**config.mk**
```make
export PLATFORM = sky130hd
export DESIGN_NAME = vga_timing_gen_flat
export DESIGN_NICKNAME = d
export VERILOG_FILES = /design/src/rtl/vga_timing_gen_pkg.sv /design/src/rtl/vga_timing_gen_if.sv /design/src/rtl/vga_timing_gen_axis_counter.sv /design/src/rtl/vga_timing_gen.sv /design/src/flat_wrapper.sv
export SDC_FILE = /design/constraint.sdc
export NUM_CORES = 1
export LEC_CHECK = 0
export ABC_CLOCK_PERIOD_IN_PS = 3000
export CORE_MARGIN = 2
export CORE_UTILIZATION = 41
export DETAILED_ROUTE_END_ITERATION = 10
export HOLD_SLACK_MARGIN = 0.08
export PLACE_DENSITY = 0.74
export SLEW_MARGIN = 10
export SYNTH_ARGS = -nofsm -noshare
export SYNTH_HDL_FRONTEND = slang
export SYNTH_SLANG_ARGS = --single-unit
```
**constraint.sdc**
```tcl
create_clock -name clk -period 3 [get_ports clk]
set_input_delay 0.75 -clock clk [delete_from_list [all_inputs] [get_ports clk]]
set_output_delay 0.75 -clock clk [all_outputs]
set_load 0.05 [all_outputs]
```
**src/rtl/vga_timing_gen_pkg.sv**
```systemverilog
// vga_timing_gen_pkg: shared 640x480@60 Hz region constants, counter widths
// and a small window-decode helper used by the raster counters.
package vga_timing_gen_pkg;

  localparam int CNT_W = 10;   // hCount / vCount width
  localparam int FC_W  = 8;    // frame counter width

  localparam int CLK_DIV_DEF  = 4;

  localparam int H_ACTIVE_DEF = 640;
  localparam int H_FP_DEF     = 16;
  localparam int H_SYNC_DEF   = 96;
  localparam int H_BP_DEF     = 48;
  localparam int H_TOTAL_DEF  = H_ACTIVE_DEF + H_FP_DEF + H_SYNC_DEF + H_BP_DEF;

  localparam int V_ACTIVE_DEF = 480;
  localparam int V_FP_DEF     = 10;
  localparam int V_SYNC_DEF   = 2;
  localparam int V_BP_DEF     = 33;
  localparam int V_TOTAL_DEF  = V_ACTIVE_DEF + V_FP_DEF + V_SYNC_DEF + V_BP_DEF;

  // True when lo <= c < hi (half-open window, used for sync pulse decode).
  function automatic logic in_window(input logic [CNT_W-1:0] c, input int lo, input int hi);
    return (c >= CNT_W'(lo)) && (c < CNT_W'(hi));
  endfunction

endpackage

```
**src/rtl/vga_timing_gen_if.sv**
```systemverilog
// vga_timing_gen_if: raster timing bundle from the timing generator to the
// pixel-drawing logic and the VGA connector.
interface vga_timing_gen_if;
  import vga_timing_gen_pkg::*;

  logic [CNT_W-1:0] hCount;
  logic [CNT_W-1:0] vCount;
  logic             bright;
  logic             hSync;
  logic             vSync;
  logic             pix_en;
  logic             line_start;
  logic             frame_start;
  logic [FC_W-1:0]  frame_count;

  modport master (
    output hCount, vCount, bright, hSync, vSync,
    output pix_en, line_start, frame_start, frame_count
  );

  modport slave (
    input hCount, vCount, bright, hSync, vSync,
    input pix_en, line_start, frame_start, frame_count
  );
endinterface

```
**src/rtl/vga_timing_gen_axis_counter.sv**
```systemverilog
// vga_axis_counter: one raster axis (horizontal or vertical). Counts
// 0..TOTAL-1 on inc, and registers the active/sync decode of the next count
// so the decoded levels always line up with the presented count.
// wrap is a one-cycle flag, high in the cycle after the count wrapped to 0.
module vga_axis_counter
  import vga_timing_gen_pkg::*;
#(
  parameter int ACTIVE = 640,
  parameter int FP     = 16,
  parameter int SYNC   = 96,
  parameter int BP     = 48
) (
  input  logic             clk,
  input  logic             rst_n,
  input  logic             inc,
  output logic [CNT_W-1:0] count,
  output logic             wrap,
  output logic             active,
  output logic             sync_n
);

  localparam int TOTAL   = ACTIVE + FP + SYNC + BP;
  localparam int SYNC_LO = ACTIVE + FP;
  localparam int SYNC_HI = ACTIVE + FP + SYNC;

  logic [CNT_W-1:0] count_q, count_d;
  logic             wrap_q, wrap_d;
  logic             active_q, active_d;
  logic             sync_n_q, sync_n_d;
  logic             at_last_s;

  // Next-count and its decode; levels are computed from count_d, not count_q.
  always_comb begin
    at_last_s = (count_q == CNT_W'(TOTAL - 1));
    count_d   = count_q;
    wrap_d    = 1'b0;
    if (inc) begin
      if (at_last_s) begin
        count_d = {CNT_W{1'b0}};
        wrap_d  = 1'b1;
      end else begin
        count_d = count_q + CNT_W'(1);
        wrap_d  = 1'b0;
      end
    end else begin
      count_d = count_q;
      wrap_d  = 1'b0;
    end
    active_d = (count_d < CNT_W'(ACTIVE));
    sync_n_d = ~in_window(count_d, SYNC_LO, SYNC_HI);
  end

  // Axis state; reset presents count 0, which decodes as active and sync idle.
  always_ff @(posedge clk or negedge rst_n) begin
    if (!rst_n) begin
      count_q  <= {CNT_W{1'b0}};
      wrap_q   <= 1'b0;
      active_q <= 1'b1;
      sync_n_q <= 1'b1;
    end else begin
      count_q  <= count_d;
      wrap_q   <= wrap_d;
      active_q <= active_d;
      sync_n_q <= sync_n_d;
    end
  end

  assign count  = count_q;
  assign wrap   = wrap_q;
  assign active = active_q;
  assign sync_n = sync_n_q;

endmodule

```
**src/rtl/vga_timing_gen.sv**
```systemverilog
// vga_timing_gen: free-running 640x480@60 Hz VGA raster timing from the
// system clock. Contains the pixel clock divider, the pixel strobe and the
// optional frame counter; the two raster axes live in vga_axis_counter.
// Optional feature macro: VGA_FRAME_COUNTER_EN (frame_count counts frames;
// when undefined frame_count is tied to zero and no counter is built).
module vga_timing_gen
  import vga_timing_gen_pkg::*;
#(
  parameter int CLK_DIV  = CLK_DIV_DEF,
  parameter int H_ACTIVE = H_ACTIVE_DEF,
  parameter int H_FP     = H_FP_DEF,
  parameter int H_SYNC   = H_SYNC_DEF,
  parameter int H_BP     = H_BP_DEF,
  parameter int V_ACTIVE = V_ACTIVE_DEF,
  parameter int V_FP     = V_FP_DEF,
  parameter int V_SYNC   = V_SYNC_DEF,
  parameter int V_BP     = V_BP_DEF
) (
  input  logic             clk,
  input  logic             rst_n,
  vga_timing_gen_if.master vga
);

  localparam int H_TOTAL = H_ACTIVE + H_FP + H_SYNC + H_BP;
  localparam int V_TOTAL = V_ACTIVE + V_FP + V_SYNC + V_BP;
  localparam int DIV_W   = (CLK_DIV > 1) ? $clog2(CLK_DIV) : 1;
  localparam logic [DIV_W-1:0] DIV_LAST = DIV_W'(CLK_DIV - 1);

  logic [DIV_W-1:0] div_cnt_q, div_cnt_d;
  logic             pix_en_q;
  logic             adv_s;
  logic             v_inc_s;
  logic [CNT_W-1:0] h_count_s, v_count_s;
  logic             h_wrap_s, v_wrap_s;
  logic             h_active_s, v_active_s;
  logic             h_sync_n_s, v_sync_n_s;

  // Pixel divider: advance tick on the last divider phase; CLK_DIV=1 ticks every cycle.
  always_comb begin
    adv_s = (div_cnt_q == DIV_LAST);
    if (adv_s) begin
      div_cnt_d = {DIV_W{1'b0}};
    end else begin
      div_cnt_d = div_cnt_q + DIV_W'(1);
    end
    v_inc_s = adv_s && (h_count_s == CNT_W'(H_TOTAL - 1));
  end

  // Divider state and the pixel strobe, high the cycle after each advance.
  always_ff @(posedge clk or negedge rst_n) begin
    if (!rst_n) begin
      div_cnt_q <= {DIV_W{1'b0}};
      pix_en_q  <= 1'b0;
    end else begin
      div_cnt_q <= div_cnt_d;
      pix_en_q  <= adv_s;
    end
  end

  vga_axis_counter #(
    .ACTIVE (H_ACTIVE),
    .FP     (H_FP),
    .SYNC   (H_SYNC),
    .BP     (H_BP)
  ) u_h_axis (
    .clk    (clk),
    .rst_n  (rst_n),
    .inc    (adv_s),
    .count  (h_count_s),
    .wrap   (h_wrap_s),
    .active (h_active_s),
    .sync_n (h_sync_n_s)
  );

  vga_axis_counter #(
    .ACTIVE (V_ACTIVE),
    .FP     (V_FP),
    .SYNC   (V_SYNC),
    .BP     (V_BP)
  ) u_v_axis (
    .clk    (clk),
    .rst_n  (rst_n),
    .inc    (v_inc_s),
    .count  (v_count_s),
    .wrap   (v_wrap_s),
    .active (v_active_s),
    .sync_n (v_sync_n_s)
  );

`ifdef VGA_FRAME_COUNTER_EN
  logic [FC_W-1:0] frame_cnt_q, frame_cnt_d;
  logic            fc_inc_s;

  // Frame counter steps on the same edge that raises frame_start, wrapping mod 256.
  always_comb begin
    fc_inc_s = v_inc_s && (v_count_s == CNT_W'(V_TOTAL - 1));
    if (fc_inc_s) begin
      frame_cnt_d = frame_cnt_q + FC_W'(1);
    end else begin
      frame_cnt_d = frame_cnt_q;
    end
  end

  // Frame counter register.
  always_ff @(posedge clk or negedge rst_n) begin
    if (!rst_n) begin
      frame_cnt_q <= {FC_W{1'b0}};
    end else begin
      frame_cnt_q <= frame_cnt_d;
    end
  end

  assign vga.frame_count = frame_cnt_q;
`else
  assign vga.frame_count = 8'h00;
`endif

  // A vertical wrap only happens on a horizontal wrap, so v_wrap alone marks (0,0).
  assign vga.hCount      = h_count_s;
  assign vga.vCount      = v_count_s;
  assign vga.bright      = h_active_s & v_active_s;
  assign vga.hSync       = h_sync_n_s;
  assign vga.vSync       = v_sync_n_s;
  assign vga.pix_en      = pix_en_q;
  assign vga.line_start  = h_wrap_s;
  assign vga.frame_start = v_wrap_s;

endmodule

```
**src/flat_wrapper.sv**
```systemverilog
// flat-port wrapper written by rule: the top's interface ports become plain ports
module vga_timing_gen_flat import vga_timing_gen_pkg::*;
#(
  parameter int CLK_DIV  = CLK_DIV_DEF,
  parameter int H_ACTIVE = H_ACTIVE_DEF,
  parameter int H_FP     = H_FP_DEF,
  parameter int H_SYNC   = H_SYNC_DEF,
  parameter int H_BP     = H_BP_DEF,
  parameter int V_ACTIVE = V_ACTIVE_DEF,
  parameter int V_FP     = V_FP_DEF,
  parameter int V_SYNC   = V_SYNC_DEF,
  parameter int V_BP     = V_BP_DEF
)
  (clk, rst_n, vga_hCount, vga_vCount, vga_bright, vga_hSync, vga_vSync, vga_pix_en, vga_line_start, vga_frame_start, vga_frame_count);
  vga_timing_gen_if vga_i ();
  input  logic clk;
  input  logic rst_n;
  output wire logic [$bits(vga_i.hCount)-1:0] vga_hCount;
  output wire logic [$bits(vga_i.vCount)-1:0] vga_vCount;
  output wire logic [$bits(vga_i.bright)-1:0] vga_bright;
  output wire logic [$bits(vga_i.hSync)-1:0] vga_hSync;
  output wire logic [$bits(vga_i.vSync)-1:0] vga_vSync;
  output wire logic [$bits(vga_i.pix_en)-1:0] vga_pix_en;
  output wire logic [$bits(vga_i.line_start)-1:0] vga_line_start;
  output wire logic [$bits(vga_i.frame_start)-1:0] vga_frame_start;
  output wire logic [$bits(vga_i.frame_count)-1:0] vga_frame_count;
  assign vga_hCount = vga_i.hCount;
  assign vga_vCount = vga_i.vCount;
  assign vga_bright = vga_i.bright;
  assign vga_hSync = vga_i.hSync;
  assign vga_vSync = vga_i.vSync;
  assign vga_pix_en = vga_i.pix_en;
  assign vga_line_start = vga_i.line_start;
  assign vga_frame_start = vga_i.frame_start;
  assign vga_frame_count = vga_i.frame_count;
  vga_timing_gen #(.CLK_DIV(CLK_DIV), .H_ACTIVE(H_ACTIVE), .H_FP(H_FP), .H_SYNC(H_SYNC), .H_BP(H_BP), .V_ACTIVE(V_ACTIVE), .V_FP(V_FP), .V_SYNC(V_SYNC), .V_BP(V_BP)) u_core (.clk(clk), .rst_n(rst_n), .vga(vga_i));
endmodule
```
Word level (Yosys, flattened, before mapping)
Index checks and enable logic that the tools add are counted.
Widths: inputs -> output; s select.

cells by class
  magnitude comparators = 6
  equality and inequality tests = 3
  add/sub/neg operators = 3
  muxes and demuxes = 9
  bitwise operators = 3
  reductions and logical operators = 3

operators by type and width
  kind                   count
  $mux 10                4
  $add 10x1->10 const B  2
  $eq 10x10->1 const B   2
  $lt 10x10->1 const B   2
  $lt 10x9->1 const B    2
  $ge 10x10->1 const B   1
  $ge 10x9->1 const B    1
  $mux 1                 4
  $logic_and 1x1->1      3
  $add 2x1->2 const B    1
  $eq 2x2->1 const B     1
  $mux 2                 1
  $not 1->1              2
  $and 1x1->1            1

storage, ports and cells
  register bits after elaboration = 29
  output and inout bits = 34
  logic and storage cells = 37

Longest topological paths before layout
Gate-level depths: netlist of run 1.

  depth after elaboration = 6
  mapped depth = 8
  depth with buffers taken out = 7

Cells and area by module
A second synthesis of run 1 with hierarchy kept.

unflattened totals
  cells, all modules = 157
  area total of the unflattened synthesis = 1635.3 µm²

by module, submodules not included
  module                              instances  seq. area each (µm²)  area each (µm²)  cells an instance
  vga_axis_counter (u_core.u_v_axis)  1          327.8                 759.5            74
  vga_axis_counter (u_core.u_h_axis)  1          327.8                 679.4            64
  vga_timing_gen                      1          75.1                  196.4            19

Worst setup path before layout of run 1
OpenSTA, ideal clock, no wires.

  path type = register -> register
  start = reg u_core.u_h_axis.count_q[5], in the netlist u_core.u_h_axis.count[5]
  end = reg u_core.u_v_axis.sync_n_q, in the netlist u_core.u_v_axis.sync_n
  clock period less this slack = 2703 ps
  required time = 2902 ps
  data arrival time = 2604 ps
  buffers on the path = 1
  cell stages (with the launch flop) = 7
  slack = 297 ps
  cell sequence = dfrtp_1 buf_6 or3b_4 or4_4 or4_4 a221oi_2 o2111ai_1

between the ends
  longest elaborated chain between the ends = 6

ends and longest elaborated chain
  element                                            line                               text
  start, declared                                    vga_timing_gen_axis_counter.sv:26  logic [CNT_W-1:0] count_q, count_d;
  start signal, assigned                             vga_timing_gen_axis_counter.sv:56  count_q <= {CNT_W{1'b0}};
  start signal, assigned                             vga_timing_gen_axis_counter.sv:61  count_q <= count_d;
  $eq 10x10->1 *                                     vga_timing_gen.sv:46               v_inc_s = adv_s && (h_count_s == CNT_W'(H_TOTAL - 1));
  $logic_and 1x1->1 *                                vga_timing_gen.sv:46
  $mux 10 *                                          vga_timing_gen_axis_counter.sv:37  if (inc) begin
  $ge 10x9->1 / $lt 10x9->1 (equally long branches)  vga_timing_gen_pkg.sv:24           return (c >= CNT_W'(lo)) && (c < CNT_W'(hi));
  $logic_and 1x1->1 *                                vga_timing_gen_pkg.sv:24
  $not 1->1 *                                        vga_timing_gen_axis_counter.sv:50  sync_n_d = ~in_window(count_d, SYNC_LO, SYNC_HI);
  named net u_core.u_v_axis.sync_n_d                 vga_timing_gen_axis_counter.sv:29  logic sync_n_q, sync_n_d;
  end signal, assigned                               vga_timing_gen_axis_counter.sv:64  sync_n_q <= sync_n_d;
  end, declared                                      vga_timing_gen_axis_counter.sv:29

Mark *: on every way through the listed nets, which the timed path passes. The rest lies on a longest branch.

Worst setup path in the final report of run 1
Same ends and word-level chain as after synthesis.

==> metrics.cfg, run 1 <==
[power]
seqPwrFrac = 0.504
swShare = 0.227
power_frac_clock = 0.456
p_switching_uw = 177
p_leak_uw = 0.000823
irDropWorstVdd_v = 0.000257
p_per_area_nw_per_um2 = 398
comb_power_share = 0.040
intPower_uw = 600
total_power_uw = 777

[hold_path]
holdPathStages = 1
min_path_type = reg2reg

[final_layout]
antenna_cells = 0
syn_to_final_growth_pct = 25.6
drive_gt1_frac = 0.120
layout_commonest_cell = clkdlybuf4s50_1
final_cell_mix = 27 x clkdlybuf4s50_1, 25 x dfrtp_1, 13 x nand2_1
design_area_sq_um = 1950
final_nets = 197
n_fill_cell = 345
stdcell_count = 240

[placement]
gp_congestion = 0.891
place_inst = 232
placed_area_sq_um = 1850
hpwl_um = 2280
place.port_buffers = 27

[clocking]
cts_made_buffers = 5
cts_tree = built
holdBufCountCts = 0
htreeDepth = 2
cts_buffer_depth = 2
postCtsResizedCells = 0
clock_sinks = 29
cts_root_buf = clkbuf_8
postCtsSetupBuffers = 0
clk_pin_slew_ns = 0.06
clk_latency_ns = 0.29

[yosys]
netlist_area_sq_um = 1550
yosysUniqueCellTypes = 43
synthArstFlopShare = 1.00
synth_enable_flop_cells = 0
yosysSeqAreaShare = 0.471
netlist_instances = 159
syn_avg_cell_area_sq_um = 9.77
yosysWarnings = 0
synth-main-ff-cell = dfrtp_1
ys_ff_latch = 29

[critical_path]
cp_data_required_time_ns = 3.19
cp_data_arrival_time_ns = 2.75
crit_path_start_kind = flip-flop
endpoint_kind = flip-flop
r2r.worst_path.cells = 5
cp_max_fo = 10
critPathKind = reg2reg

[job]
drv_cap = 0

[routing]
route.vias.total = 1252
vias_per_cell = 5.22
first_iter_violations = 71
wl_per_cell_um = 13.2
finalWirelength_um = 3170
final_antenna_net_count = 0
route.detailed.drc = 0
dr.pass1.iters = 4

[sta]
fmax_mhz = 389
rsz0062_at_grt = false
hold_viol = 0
layout_min_cycle_time_ns = 2.57
slew_violations = 0
setup_viol = 0
period_share = 0.856
relSlewSlack = 0.662
fin_skew_ns = 0.00705
fin_setup_tns_ns = 0
worst_pin_slew_ns = 0.505

[grt]
grt_pass1_wl_um = 5330
grt_max_degree = 30
grt_remaining_overflow = 0
grt.total_usage = 0.169
antenna_found_initial = 0
first_global_vias = 1091

[floorplanning]
ios = 36
initial_core_util = 0.424
core-area_sq_um = 3660
die_area_sq_um = 4300
die_h_um = 65.5
die_x_um = 65.5
num_rows = 22

[outcome]
status = finished, final reports clean

cell usage after synthesis, types with 2 or more instances:
cell type,n,area share
nor4_1,4,0.016
a21oi_1,3,0.0097
nand4_1,7,0.028
xor2_1,3,0.017
nor3b_1,2,0.0097
and2_1,2,0.0081
or3_1,2,0.0081
or4_4,2,0.015
inv_1,8,0.019
dfstp_2,4,0.068
a41oi_1,2,0.011
buf_4,8,0.039
dfrtp_1,25,0.40
o21ai_0,10,0.032
ha_1,4,0.032
and3b_1,2,0.011
nor2_1,8,0.019
xnor2_1,5,0.028
and3_1,4,0.016
clkbuf_1,3,0.0073
nor3_1,10,0.032
mux2_2,2,0.015
nand2_1,13,0.031
nand3_1,7,0.023
area by class of cell:
cell class / count / area [sq um] / area share
tap: 48 / 60.1 / 0.0308
inverter: 8 / 30.0 / 0.0154
clock buffer: 7 / 96.3 / 0.0494
clock inverter: 1 / 5.00 / 0.00257
timing repair buffer: 30 / 293 / 0.150
multi-input combinational: 117 / 736 / 0.377
sequential: 29 / 731 / 0.375
flip-flops by register name, summed over array words and instances (netlist names):
| name | cells |
|---|---|
| u_core.u_v_axis.sync_n | 1 |
| u_core.u_v_axis.wrap | 1 |
| u_core.u_h_axis.count | 10 |
| u_core.u_v_axis.active | 1 |
| u_core.u_h_axis.active | 1 |
| u_core.vga.pix_en | 1 |
| u_core.u_v_axis.count | 10 |
| u_core.u_h_axis.wrap | 1 |
| u_core.div_cnt_q | 2 |
| u_core.u_h_axis.sync_n | 1 |
worst max-delay path, stage by stage (launching register included):
cell       delay, ns
dfrtp_1         0.47
or3b_4          0.43
or4_4           0.55
or4_4           0.54
a221oi_2        0.30
o2111ai_1       0.18
power by group through the flow:
stage               combinational [uW]  clock, uW  sequential [uW]
floorplan                         29.8          0              398
global placement                  31.3          0              398
detailed placement                31.4          0              398
CTS                               31.4        364              391
global route                      33.5        385              391
finish                            30.8        355              391
routing by layer:
| layer | track usage | wire (um) | vias to the layer above |
|---|---|---|---|
| met5 | 0 | 0 | - |
| met4 | 0.0859 | 70 | 0 |
| met3 | 0.0531 | 132 | 6 |
| met2 | 0.239 | 1410 | 34 |
| met1 | 0.232 | 1560 | 581 |
| li1 | - | - | 631 |
stage by stage:
stage	util	hold slack, ns	setup WS (ns)
after detailed placement	0.505	0.420	0.469
after floorplan	-	0.403	0.297
after CTS	0.533	0.428	0.452
final	0.533	0.428	0.432
after global placement	0.505	0.419	0.528
after global routing	0.533	0.466	0.345
kinds of logic (layout without fill, tap and decap cells):
kind of cell	count (synthesis)	count (layout)	share of synthesized area
other cells	1	8	0.00242
compound gates	25	25	0.109
fa+ha+maj	4	4	0.0322
mux	2	2	0.0145
simple gates	70	70	0.254
xor+xnor	8	8	0.0451
buf+inv	20	46	0.0725
flops	29	29	0.471
final timing paths:
kind                                                    startpoint                                  to  slack, ns
worst max-delay path            u_core.u_h_axis.count[5]$_DFF_PN0_    u_core.u_v_axis.sync_n$_DFF_PN1_       0.43
worst min-delay path                 u_core.div_cnt_q[0]$_DFF_PN0_       u_core.div_cnt_q[0]$_DFF_PN0_       0.43
worst max register to register  u_core.u_h_axis.count[5]$_DFF_PN0_    u_core.u_v_axis.sync_n$_DFF_PN1_       0.43
worst min register to register       u_core.div_cnt_q[0]$_DFF_PN0_       u_core.div_cnt_q[0]$_DFF_PN0_       0.43
max in group asynchronous                                    rst_n    u_core.u_h_axis.sync_n$_DFF_PN1_       1.85
min in group asynchronous                                    rst_n  u_core.u_v_axis.count[2]$_DFF_PN0_       0.84
No activity file was read; power rests on OpenSTA's default activity.
==> run 2: changes to the inputs <==
--- a/config.mk
+++ b/config.mk
@@ -11,6 +11,8 @@
 export DETAILED_ROUTE_END_ITERATION = 10
 export HOLD_SLACK_MARGIN = 0.08
 export PLACE_DENSITY = 0.74
+export REMOVE_ABC_BUFFERS = 1
+export SETUP_SLACK_MARGIN = 0.02
 export SLEW_MARGIN = 10
 export SYNTH_ARGS = -nofsm -noshare
 export SYNTH_HDL_FRONTEND = slang
==> run 2 against run 1 <==
  * Routed wire length increased by 2.5%
  * Die area stayed put
  * Hold slack worse by 0.00092 ns
  * Critical path type unchanged
==> metrics.cfg, run 2 (synthesis results as in run 1) <==
[power]
intPower_uw = 580
power_frac_clock = 0.438
p_leak_uw = 0.000814
p_switching_uw = 172
irDropWorstVdd_v = 0.000247
p_per_area_nw_per_um2 = 388
swShare = 0.229
comb_power_share = 0.041
seqPwrFrac = 0.520

[floorplanning]
core-area_sq_um = 3660
die_area_sq_um = 4300
initial_core_util = 0.424
num_rows = 22
die_h_um = 65.5
die_x_um = 65.5
ios = 36

[final_layout]
drive_gt1_frac = 0.109
stdcell_count = 240
syn_to_final_growth_pct = 24.9
final_nets = 197
layout_commonest_cell = clkdlybuf4s50_1
final_cell_mix = 27 x clkdlybuf4s50_1, 25 x dfrtp_1, 13 x nand2_1
antenna_cells = 0

[critical_path]
cp_data_required_time_ns = 3.19
crit_path_start_kind = flip-flop
r2r.worst_path.cells = 5
endpoint_kind = flip-flop
crit_end = u_core.u_v_axis.sync_n$_DFF_PN1_
worstReg2RegEnd = u_core.u_v_axis.sync_n$_DFF_PN1_
cp-startpoint = u_core.u_h_axis.count[5]$_DFF_PN0_
cp_max_fo = 10
ff2ff_setup_slack_ns = 0.45
timing.rr.start = u_core.u_h_axis.count[5]$_DFF_PN0_
cp_data_arrival_time_ns = 2.74
critPathKind = reg2reg

[placement]
hpwl_um = 2270
place_inst = 232
place.port_buffers = 27
gp_congestion = 0.953

[grt]
first_global_vias = 1121
grt_pass1_wl_um = 5430
grt_max_degree = 30
grt.total_usage = 0.172
grt_remaining_overflow = 0
antenna_found_initial = 0

[clocking]
cts_buffer_depth = 2
cts_tree = built
holdBufCountCts = 0
clock_sinks = 29
clk_latency_ns = 0.28
cts_root_buf = clkbuf_8
postCtsSetupBuffers = 0
clk_pin_slew_ns = 0.06
postCtsResizedCells = 0
cts_made_buffers = 5
htreeDepth = 2

[hold_path]
min_path_type = reg2reg

[sta]
fin_skew_ns = 0.00499
rsz0062_at_grt = false
hold_viol = 0
setup_viol = 0
relSlewSlack = 0.657
layout_min_cycle_time_ns = 2.55
period_share = 0.851
fin_setup_tns_ns = 0
fmax_mhz = 392
slew_violations = 0
worst_pin_slew_ns = 0.513

[routing]
final_antenna_net_count = 0
finalWirelength_um = 3250
route.vias.total = 1269
dr.pass1.iters = 4
route.detailed.drc = 0
wl_per_cell_um = 13.5
vias_per_cell = 5.29
first_iter_violations = 54

[outcome]
status = finished, final reports clean

[job]
drv_cap = 0

## run 2: power by group through the flow
| stage | clock, uW | combinational (uW) | sequential (uW) |
|---|---|---|---|
| after global placement | 0 | 31.5 | 398 |
| after detailed placement | 0 | 31.5 | 398 |
| after CTS | 336 | 31.6 | 392 |
| after floorplan | 0 | 21.6 | 398 |
| after global routing | 360 | 33.6 | 391 |
| final | 330 | 31.1 | 392 |
## run 2: critical path, stage by stage, from the launching register on
cell and delay (ns):
dfrtp_1 0.48, or3b_4 0.43, or4_4 0.55, or4_4 0.54, a221oi_2 0.30, o2111ai_1 0.16
## run 2: layout make-up
| cell class | instances | area [sq um] |
|---|---|---|
| clock buffer | 8 | 90.1 |
| fill | 348 | 1720 |
| sequential | 29 | 731 |
| tap | 48 | 60.1 |
| inverter | 8 | 30.0 |
| multi-input combinational | 117 | 736 |
| timing repair buffer | 30 | 293 |
## run 2: routing by layer
layer,routed length [um],vias to the layer above,GRT usage,part of all wire
li1,-,626,-,-
met4,65,0,0.0833,0.020
met2,1420,47,0.244,0.44
met1,1550,590,0.230,0.48
met3,213,6,0.0651,0.066
met5,0,-,0,0
## run 2: per-stage QoR
stage | utilization | total power (uW) | area (sq um) | worst slack [ns] | hold slack, ns
floorplan | - | 420 | 1500 | 0.300 | 0.403
global placement | 0.505 | 430 | 1850 | 0.533 | 0.418
detailed placement | 0.505 | 430 | 1850 | 0.485 | 0.422
CTS | 0.530 | 760 | 1940 | 0.460 | 0.430
global route | 0.530 | 785 | 1940 | 0.327 | 0.467
finish | 0.530 | 752 | 1940 | 0.446 | 0.427
## run 2: how the worst min path moves through the flow
stage | to | depth (start not counted) | start | slack, ns
5_1_grt | u_core.div_cnt_q[0]$_DFF_PN0_ | 1 | u_core.div_cnt_q[0]$_DFF_PN0_ | 0.47
3_5_place_dp | u_core.div_cnt_q[0]$_DFF_PN0_ | 1 | u_core.div_cnt_q[0]$_DFF_PN0_ | 0.42
2_1_floorplan | u_core.div_cnt_q[0]$_DFF_PN0_ | 1 | u_core.div_cnt_q[0]$_DFF_PN0_ | 0.40
3_3_place_gp | u_core.div_cnt_q[0]$_DFF_PN0_ | 1 | u_core.div_cnt_q[0]$_DFF_PN0_ | 0.42
6_report | u_core.div_cnt_q[0]$_DFF_PN0_ | 1 | u_core.div_cnt_q[0]$_DFF_PN0_ | 0.43
4_1_cts | u_core.div_cnt_q[0]$_DFF_PN0_ | 1 | u_core.div_cnt_q[0]$_DFF_PN0_ | 0.43
==> run 3: changes to the inputs <==
--- a/config.mk
+++ b/config.mk
@@ -6,11 +6,13 @@
 export NUM_CORES = 1
 export LEC_CHECK = 0
 export ABC_CLOCK_PERIOD_IN_PS = 3000
+export CELL_PAD_IN_SITES_DETAIL_PLACEMENT = 0
+export CELL_PAD_IN_SITES_GLOBAL_PLACEMENT = 1
 export CORE_MARGIN = 2
-export CORE_UTILIZATION = 41
+export CORE_UTILIZATION = 37
 export DETAILED_ROUTE_END_ITERATION = 10
 export HOLD_SLACK_MARGIN = 0.08
-export PLACE_DENSITY = 0.74
+export PLACE_DENSITY = 0.84
 export REMOVE_ABC_BUFFERS = 1
 export SETUP_SLACK_MARGIN = 0.02
 export SLEW_MARGIN = 10
==> run 3 against run 2 <==
  * First-iteration DRC count rose by 28%
  * Global-route usage rose by 0.39 points
  * Routed wire length rose by 9.1%
  * Via count rose by 1.3%
  * Utilization fell by 4.1 points
  * Critical endpoint unchanged
  * Largest power group is now the clock network
==> metrics.cfg, run 3 (synthesis results as in run 1) <==
[hold_path]
hold_path_end = u_core.div_cnt_q[0]$_DFF_PN0_
worstHoldStart = u_core.div_cnt_q[0]$_DFF_PN0_
holdPathStages = 1
min_path_type = reg2reg

[floorplanning]
die_area_sq_um = 4730
core-area_sq_um = 4030
initial_core_util = 0.385
die_x_um = 68.8
ios = 36
num_rows = 23
die_h_um = 68.8

[sta]
slew_violations = 0
setup_viol = 0
fin_setup_tns_ns = 0
relSlewSlack = 0.588
fin_ws_ns = 0.429
period_share = 0.857
fmax_mhz = 389
worst_pin_slew_ns = 0.617
holdWs_ns = 0.423
hold_viol = 0
layout_min_cycle_time_ns = 2.57
rsz0062_at_grt = false
fin_skew_ns = 0.00508

[routing]
final_antenna_net_count = 0
vias_per_cell = 5.31
wl_per_cell_um = 14.6
finalWirelength_um = 3550
route.vias.total = 1286
route.detailed.drc = 0
dr.pass1.iters = 4
first_iter_violations = 69

[power]
p_per_area_nw_per_um2 = 423
p_leak_uw = 0.000827
irDropWorstVdd_v = 0.000237

[critical_path]
ff2ff_setup_slack_ns = 0.43
endpoint_kind = flip-flop
cp_num_buf_inv = 0
crit_slowest_cell = or4_4
critPathMostFrequentCell = or4_4
cp_data_required_time_ns = 3.19
worstReg2RegEnd = u_core.u_v_axis.sync_n$_DFF_PN1_
cp_data_arrival_time_ns = 2.76
cp_max_fo = 10
critical_path.top_delay_family = simple AND/OR/NAND/NOR gates
slowest_delay_ns = 0.55
timing.rr.start = u_core.u_h_axis.count[5]$_DFF_PN0_
r2r.worst_path.cells = 5
path_cells = or3b_4 > or4_4 > or4_4 > a221oi_2 > o2111ai_1
critPathKind = reg2reg
crit_path_start_kind = flip-flop

[final_layout]
final_nets = 197
drive_gt1_frac = 0.115
post-route-util = 0.489
final_cell_mix = 27 x clkdlybuf4s50_1, 25 x dfrtp_1, 13 x nand2_1
syn_to_final_growth_pct = 26.8
antenna_cells = 0
n_fill_cell = 392
layout_commonest_cell = clkdlybuf4s50_1

[job]
drv_cap = 0

[clocking]
cts_root_buf = clkbuf_8
postCtsResizedCells = 0
htreeDepth = 2
holdBufCountCts = 0
cts_tree = built
cts_buffer_depth = 2
cts_made_buffers = 5
clk_latency_ns = 0.28
clock_sinks = 29
clk_pin_slew_ns = 0.06
postCtsSetupBuffers = 0

[grt]
grt.total_usage = 0.176
grt_max_degree = 18
first_global_vias = 1305
grt_remaining_overflow = 0
grt_pass1_wl_um = 6110
antenna_found_initial = 0

[placement]
place.port_buffers = 27
hpwl_um = 2690
dp_slack_ns = 0.449
gp_congestion = 0.864

[outcome]
status = finished, final reports clean

==> run 3: power by group <==
| part | leakage, uW | switching [uW] | internal [uW] | total [uW] |
|---|---|---|---|---|
| clock | 0.0000585 | 140 | 270 | 410 |
| combinational | 0.000391 | 29.5 | 1.98 | 31.5 |
| sequential | 0.000377 | 0 | 392 | 392 |
| total | 0.000827 | 170 | 664 | 833 |
==> run 3: through the flow <==
stage / cells / area (sq um) / total power (uW)
after global routing: 242 / 1970 / 865
after global placement: 234 / 1850 / 430
after floorplan: 154 / 1500 / 420
after CTS: 242 / 1970 / 848
after detailed placement: 234 / 1850 / 430
final: 242 / 1970 / 833
==> run 3: cell type report <==
| class | instances | area (sq um) | area share |
|---|---|---|---|
| Timing Repair Buffer | 30 | 293 | 0.149 |
| Tap cell | 50 | 62.6 | 0.0318 |
| Sequential cell | 29 | 731 | 0.371 |
| Clock buffer | 7 | 86.3 | 0.0439 |
| Clock inverter | 1 | 30.0 | 0.0153 |
| Multi-Input combinational cell | 117 | 736 | 0.374 |
| Inverter | 8 | 30.0 | 0.0153 |
==> run 3: worst register-to-register path, stage by stage, from the launching register on <==
cell and delay [ns]:
dfrtp_1 0.48, or3b_4 0.44, or4_4 0.55, or4_4 0.54
a221oi_2 0.31, o2111ai_1 0.16
==> run 3: worst max path at each step <==
stage / slack (ns) / to / from / cells after the start
6_report: 0.43 / u_core.u_v_axis.sync_n$_DFF_PN1_ / u_core.u_h_axis.count[5]$_DFF_PN0_ / 5
5_1_grt: 0.31 / u_core.u_v_axis.sync_n$_DFF_PN1_ / u_core.u_h_axis.count[1]$_DFF_PN0_ / 6
4_1_cts: 0.43 / u_core.u_v_axis.sync_n$_DFF_PN1_ / u_core.u_h_axis.count[5]$_DFF_PN0_ / 5
3_5_place_dp: 0.45 / u_core.u_v_axis.sync_n$_DFF_PN1_ / u_core.u_h_axis.count[5]$_DFF_PN0_ / 5
3_3_place_gp: 0.52 / u_core.u_v_axis.sync_n$_DFF_PN1_ / u_core.u_h_axis.count[5]$_DFF_PN0_ / 5
2_1_floorplan: 0.30 / u_core.u_v_axis.sync_n$_DFF_PN1_ / u_core.u_h_axis.count[0]$_DFF_PN0_ / 6
==> run 3: layer usage <==
layer / share of wire / vias up / track usage
li1: - / 621 / -
met5: 0 / - / 0
met3: 0.073 / 9 / 0.0649
met1: 0.43 / 615 / 0.209
met4: 0.016 / 0 / 0.0637
met2: 0.48 / 41 / 0.292
